--- src/rtl/ex_mem_pipe_reg.sv ---
// EX->MEM pipeline register with valid tracking, stall/flush control,
// a forwarding qualifier for the hazard unit and saturating debug counters.
module ex_mem_pipe_reg #(
  parameter int unsigned DATA_WIDTH       = 32,
  parameter int unsigned REG_ADDR_WIDTH   = 5,
  parameter int unsigned RESULT_SRC_WIDTH = 2,
  parameter int unsigned CNT_WIDTH        = 16
) (
  input  logic                        clk,
  input  logic                        rst,
  input  logic                        StallM_i,
  input  logic                        FlushM_i,
  input  logic                        ValidE_i,
  input  logic [DATA_WIDTH-1:0]       ALUResultE_i,
  input  logic [DATA_WIDTH-1:0]       WriteDataE_i,
  input  logic [DATA_WIDTH-1:0]       PCPlus4E_i,
  input  logic [REG_ADDR_WIDTH-1:0]   RdE_i,
  input  logic                        RegWriteE_i,
  input  logic                        MemWriteE_i,
  input  logic [RESULT_SRC_WIDTH-1:0] ResultSrcE_i,
  input  logic [2:0]                  Funct3E_i,
  output logic                        ValidM_o,
  output logic [DATA_WIDTH-1:0]       ALUResultM_o,
  output logic [DATA_WIDTH-1:0]       WriteDataM_o,
  output logic [DATA_WIDTH-1:0]       PCPlus4M_o,
  output logic [REG_ADDR_WIDTH-1:0]   RdM_o,
  output logic                        RegWriteM_o,
  output logic                        MemWriteM_o,
  output logic [RESULT_SRC_WIDTH-1:0] ResultSrcM_o,
  output logic [2:0]                  Funct3M_o,
  output logic                        FwdValidM_o,
  output logic [CNT_WIDTH-1:0]        StallCount_o,
  output logic [CNT_WIDTH-1:0]        FlushCount_o
);

  logic                        valid_d, valid_q;
  logic [DATA_WIDTH-1:0]       alu_result_d, alu_result_q;
  logic [DATA_WIDTH-1:0]       write_data_d, write_data_q;
  logic [DATA_WIDTH-1:0]       pc_plus4_d, pc_plus4_q;
  logic [REG_ADDR_WIDTH-1:0]   rd_d, rd_q;
  logic                        reg_write_d, reg_write_q;
  logic                        mem_write_d, mem_write_q;
  logic [RESULT_SRC_WIDTH-1:0] result_src_d, result_src_q;
  logic [2:0]                  funct3_d, funct3_q;
  logic [CNT_WIDTH-1:0]        stall_cnt_d, stall_cnt_q;
  logic [CNT_WIDTH-1:0]        flush_cnt_d, flush_cnt_q;

  // Next-state for the stage contents: flush beats stall, stall beats load.
  always_comb begin
    valid_d      = valid_q;
    alu_result_d = alu_result_q;
    write_data_d = write_data_q;
    pc_plus4_d   = pc_plus4_q;
    rd_d         = rd_q;
    reg_write_d  = reg_write_q;
    mem_write_d  = mem_write_q;
    result_src_d = result_src_q;
    funct3_d     = funct3_q;
    if (FlushM_i) begin
      valid_d      = 1'b0;
      alu_result_d = '0;
      write_data_d = '0;
      pc_plus4_d   = '0;
      rd_d         = '0;
      reg_write_d  = 1'b0;
      mem_write_d  = 1'b0;
      result_src_d = '0;
      funct3_d     = '0;
    end else if (!StallM_i) begin
      valid_d      = ValidE_i;
      alu_result_d = ALUResultE_i;
      write_data_d = WriteDataE_i;
      pc_plus4_d   = PCPlus4E_i;
      rd_d         = RdE_i;
      // An invalid instruction must never produce a write.
      reg_write_d  = RegWriteE_i & ValidE_i;
      mem_write_d  = MemWriteE_i & ValidE_i;
      result_src_d = ResultSrcE_i;
      funct3_d     = Funct3E_i;
    end
  end

  // Saturating event counters; stall counts even when a flush overrides it.
  always_comb begin
    stall_cnt_d = stall_cnt_q;
    flush_cnt_d = flush_cnt_q;
    if (StallM_i && (stall_cnt_q != {CNT_WIDTH{1'b1}})) begin
      stall_cnt_d = stall_cnt_q + 1'b1;
    end
    if (FlushM_i && (flush_cnt_q != {CNT_WIDTH{1'b1}})) begin
      flush_cnt_d = flush_cnt_q + 1'b1;
    end
  end

  // State registers with synchronous reset taking priority over everything.
  always_ff @(posedge clk) begin
    if (rst) begin
      valid_q      <= 1'b0;
      alu_result_q <= '0;
      write_data_q <= '0;
      pc_plus4_q   <= '0;
      rd_q         <= '0;
      reg_write_q  <= 1'b0;
      mem_write_q  <= 1'b0;
      result_src_q <= '0;
      funct3_q     <= '0;
      stall_cnt_q  <= '0;
      flush_cnt_q  <= '0;
    end else begin
      valid_q      <= valid_d;
      alu_result_q <= alu_result_d;
      write_data_q <= write_data_d;
      pc_plus4_q   <= pc_plus4_d;
      rd_q         <= rd_d;
      reg_write_q  <= reg_write_d;
      mem_write_q  <= mem_write_d;
      result_src_q <= result_src_d;
      funct3_q     <= funct3_d;
      stall_cnt_q  <= stall_cnt_d;
      flush_cnt_q  <= flush_cnt_d;
    end
  end

  // Outputs come straight from registered state only.
  always_comb begin
    ValidM_o     = valid_q;
    ALUResultM_o = alu_result_q;
    WriteDataM_o = write_data_q;
    PCPlus4M_o   = pc_plus4_q;
    RdM_o        = rd_q;
    RegWriteM_o  = reg_write_q;
    MemWriteM_o  = mem_write_q;
    ResultSrcM_o = result_src_q;
    Funct3M_o    = funct3_q;
    FwdValidM_o  = valid_q & reg_write_q & (rd_q != '0);
    StallCount_o = stall_cnt_q;
    FlushCount_o = flush_cnt_q;
  end

endmodule

--- config.mk ---
export PLATFORM = sky130hd
export DESIGN_NAME = ex_mem_pipe_reg
export DESIGN_NICKNAME = d
export VERILOG_FILES = /design/src/rtl/ex_mem_pipe_reg.sv
export SDC_FILE = /design/constraint.sdc
export NUM_CORES = 1
export LEC_CHECK = 0
export ABC_AREA = 1
export BUFFER_PORTS_ARGS = -buffer_cell sky130_fd_sc_hd__buf_2
export CAP_MARGIN = 20
export CORE_MARGIN = 2
export CORE_UTILIZATION = 50
export DETAILED_ROUTE_END_ITERATION = 10
export HOLD_SLACK_MARGIN = 0.15
export MAX_ROUTING_LAYER = met4
export PLACE_DENSITY = 0.93
export SYNTH_ARGS = -nofsm -noshare
export SYNTH_HDL_FRONTEND = slang
export SYNTH_SLANG_ARGS = --single-unit
--- constraint.sdc ---
create_clock -name clk -period 3 [get_ports clk]
set_input_delay 0.45 -clock clk [delete_from_list [all_inputs] [get_ports clk]]
set_output_delay 0.45 -clock clk [all_outputs]
set_load 0.1 [all_outputs]
* Word level (Yosys, flattened, before mapping)
Cells that the tools add are included.
Storage, ports and cells: input bits 113, output and inout port bits 142, flip-flop bits (word level) 141
Cells by class: bitwise gates (word level) 4, add/sub/neg operators 2, eq/ne operators 2, reductions and logical operators 4
Operator list (count):
- adder 16 x 1 -> 16 bit (second input constant) | 2
- != test 16 bit (second input constant) | 2
- nonzero test 5 bit | 1
- bitwise AND 1 bit | 4
- logical AND 1 bit | 2
- OR reduction 2 bit | 1

* Depth between registers and ports, before layout
depth in word-level cells 2, gate-level depth with buffers 9

* Least setup slack after synthesis
Ideal clock, no wire load.
kind reg-to-output, start register rd_q[1], in the netlist RdM_o[1], end output port FwdValidM_o, buffers on the path 0, slack 0.687 ns, arrival time 1.863 ns, required time 2.550 ns, stages on the path, launching flop included 5, cell sequence dfxtp_1 -> nor3_1 -> nand2_1 -> nand3_1 -> inv_1
Between the ends: cells in the longest elaborated chain, start to end 2
Ends and longest elaborated chain:
- start: declaration | line 40 | logic [REG_ADDR_WIDTH-1:0] rd_d, rd_q;
- start signal: assignment | line 114 | rd_q <= rd_d;
- nonzero test 5 bit | line 135 | FwdValidM_o = valid_q & reg_write_q & (rd_q != '0);
- bitwise AND 1 bit | line 135
- end: declaration | line 31 | output logic FwdValidM_o,
Every way passes these cells.

* Final worst setup path
start register rd_q[3], in the netlist RdM_o[3], end output port FwdValidM_o
Same word-level chain as after synthesis.

==> impl_metrics.ini <==
[synthesis]
yosys.area_share.simple_pct = 30.77
ys_seq_area_share_pct = 50.82
synthMuxAreaShare_pct = 0
yosys.cell_types.count = 21
syn_nets = 885
synth.avg_cell_area_sq_um = 7.213
synth_adder_area_share_pct = 0.4506
yosysTopAreaCell = dfxtp_1
ys_warn_count = 0
synth.area.top_cells = dfxtp_1 (51%), nand2_1 (20%), a21oi_1 (12%), nor2_1 (5.1%), nand3_1 (3.5%)
synth_xor_area_share_pct = 0
synth_top_area_share_pct = 50.82
synth_compound_area_share_pct = 12.23
synth_top_family_by_area = simple AND/OR/NAND/NOR gates
ys_ff_latch = 141
netlist_instances = 770
synth.cell_area_sq_um = 5554

[timing]
setup_viol = 0
final_hold_viol_count = 0
maxSlewViolCount = 0
fin_skew_ns = 0.004720
maxSlewHeadroom_pct = 38.98
finalSetupTns_ns = 0
worst_pin_slew_ns = 0.9153
grt_setup_unrepaired = false
period_needed_ns = 2.011
clock.fmax_mhz = 497.3
fin_crit_sh_pct = 67.03

[grt]
grt_max_degree = 95
grt_pass1_wl_mm = 23.00
antenna_found_initial = 1
grt.overflow.total = 0
grtUsageTotal_pct = 25.03
grt_pass1_vias = 5052

[placement]
routabilityCongestion = 0.9047
dpl.hpwl_mm = 10.58
post-place-cells = 1127
io_buffer_count = 254
place_area_sq_um = 6854

[cts]
ctsHoldBuffers = 0
clockBufferDepth = 2
clk_latency_ns = 0.51
htreeDepth = 4
clkTransAtPathRegs_ns = 0.06
cts_tree = built
numCtsBuffers = 17
clock_sinks = 141
clockRootBuffer = clkbuf_8
post_cts_resized = 0
post_cts_buffers = 0

[detailed_routing]
routed-via-count = 5836
viasPerCell = 5.031
post-route-drc-count = 0
m1WireLength_mm = 6.147
top_layer = met4
routed_wl_mm = 15.36
wl_met3_mm = 1.218
first_pass_iters = 5
drt_iter0_drc = 605
routedWlPerCell_microns = 13.24
met2_length_mm = 7.567
antenna_left = 0

[min_path]
hp-class = primary input to flip-flop
worstHoldStart = WriteDataE_i[22]
hold_path_depth = 3
holdPathEnd = WriteDataM_o[22]$_SDFFE_PP0N_

[cells_and_area]
layout-drive-gt1-share_pct = 29.74
layout.cells.non_filler = 1160
final_area_sq_um = 7441
areaGrowthSynthToFinish_pct = 33.97
nets = 1121

[power_and_ir_drop]
powerDensity_nw_per_um2 = 625.7
p_int_uw = 3331
seq_power_share_pct = 42.0
combPwrFrac_pct = 14.6
switching_share_pct = 28.45
peakVddDrop_v = 0.0004072
pwr-share-clk_pct = 43.4
p_leak_uw = 0.003549
p_sw_uw = 1325

[critical_path]
regToRegStartpoint = StallCount_o[1]$_SDFFE_PP0P_
endpoint_kind = output port
crit_type = flip-flop to output port
arrival_ns = 1.56
worstPathRequired_ns = 2.55
r2r_slack_ns = 1.28
worstReg2RegEnd = StallCount_o[4]$_SDFFE_PP0P_
worstSetupStartpointType = flip-flop
crit_path_max_fanout = 3
r2r_cells = 6

[floorplan]
fp-row-count = 38
initial_utilization_pct = 51.23
dieArea_sq_um = 11970
core_sq_um = 10840
pin_count = 255
die_w_microns = 109.4
dieHeight_microns = 109.4

[outcome]
status = finished, final reports clean

[job]
max-cap-violations = 0
-- per-layer routing --
metal  vias up  GRT usage [%]
met3        43          6.698
met4         0          11.21
met1      2601          28.30
met2       261          41.53
li1       2931              -
met5         -              -
-- worst max path at each step --
stage | start | to | slack, ns
after floorplan | RdM_o[1]$_SDFFE_PP0N_ | FwdValidM_o | 0.69
after global placement | StallM_i | StallCount_o[3]$_SDFFE_PP0P_ | 1.09
after detailed placement | StallM_i | StallCount_o[3]$_SDFFE_PP0P_ | 1.08
after CTS | RdM_o[3]$_SDFFE_PP0N_ | FwdValidM_o | 0.97
after global routing | RdM_o[3]$_SDFFE_PP0N_ | FwdValidM_o | 0.91
final | RdM_o[3]$_SDFFE_PP0N_ | FwdValidM_o | 0.99
-- worst max-delay path, stage by stage (launching register included) --
cell and delay [ns]:
dfxtp_1 0.39, nor3_1 0.07, nand2_1 0.06, nand3_1 0.06, inv_1 0.06, buf_2 0.42
-- power groups by stage --
stage	clock (uW)	combinational (uW)	sequential [uW]
2_1_floorplan	0	153	2360
3_3_place_gp	0	674	1990
3_5_place_dp	0	680	1990
4_1_cts	2040	683	1950
5_1_grt	2130	719	1960
6_report	2020	682	1950
-- logic make-up (layout without fill, tap and decap cells) --
logic type	count (synthesis)	count (layout)
other	0	1
and+or+nand+nor	424	424
AOI/OAI and AO/OA	135	135
DFF	141	141
buffers and inverters	68	317
adders and majority gates	2	2
-- cells in the final DEF, fill, tap and decap left out, drive strengths merged --
master	n
a21oi	133
clkbuf	22
diode	1
bufinv	2
o21ai	2
nand2	295
nand4	3
clkinv	6
inv	25
nor2	83
clkinvlp	3
nor3	4
nand3	39
ha	2
buf	259
dfxtp	141
-- state kept, by name, indices dropped and copies added, names as in the netlist --
name          cells
RdM_o             5
ValidM_o          1
ResultSrcM_o      2
ALUResultM_o     32
FlushCount_o     16
Funct3M_o         3
MemWriteM_o       1
StallCount_o     16
PCPlus4M_o       32
RegWriteM_o       1
WriteDataM_o     32
-- area by class of cell --
type | count | area [sq um]
fillers | 864 | 3400
flip-flops and latches | 141 | 2823
multi-input cells | 561 | 2421
repair buffers | 259 | 1336
clock buffers | 22 | 473.0
well taps | 140 | 175.2
clock inverters | 10 | 111.4
inverters | 26 | 98.84
diodes | 1 | 2.502
-- cell usage after synthesis --
| cell | count |
|---|---|
| inv_1 | 25 |
| buf_2 | 14 |
| ha_1 | 2 |
| nor2_4 | 3 |
| nand2_1 | 295 |
| o21ai_0 | 2 |
| a21oi_2 | 1 |
| nand4_2 | 1 |
| dfxtp_1 | 141 |
| nor3_1 | 4 |
| a21oi_1 | 132 |
| buf_6 | 5 |
| nand4_4 | 1 |
| clkbuf_1 | 11 |
| nand4_1 | 1 |
| nand3_1 | 39 |
| nor2_2 | 5 |
| clkinv_1 | 1 |
| buf_4 | 2 |
| buf_1 | 10 |
| nor2_1 | 75 |
-- through the flow --
stage	hold slack [ns]	utilization, %	setup slack, ns	power, uW
floorplan	0.5930	-	0.6870	2510
global placement	0.4402	63.23	1.094	2665
detailed placement	0.4501	63.23	1.078	2673
CTS	0.1576	68.62	0.9661	4682
global route	0.1634	68.64	0.9100	4805
finish	0.1806	68.64	0.9891	4656
(Power assumes the default switching activity.)
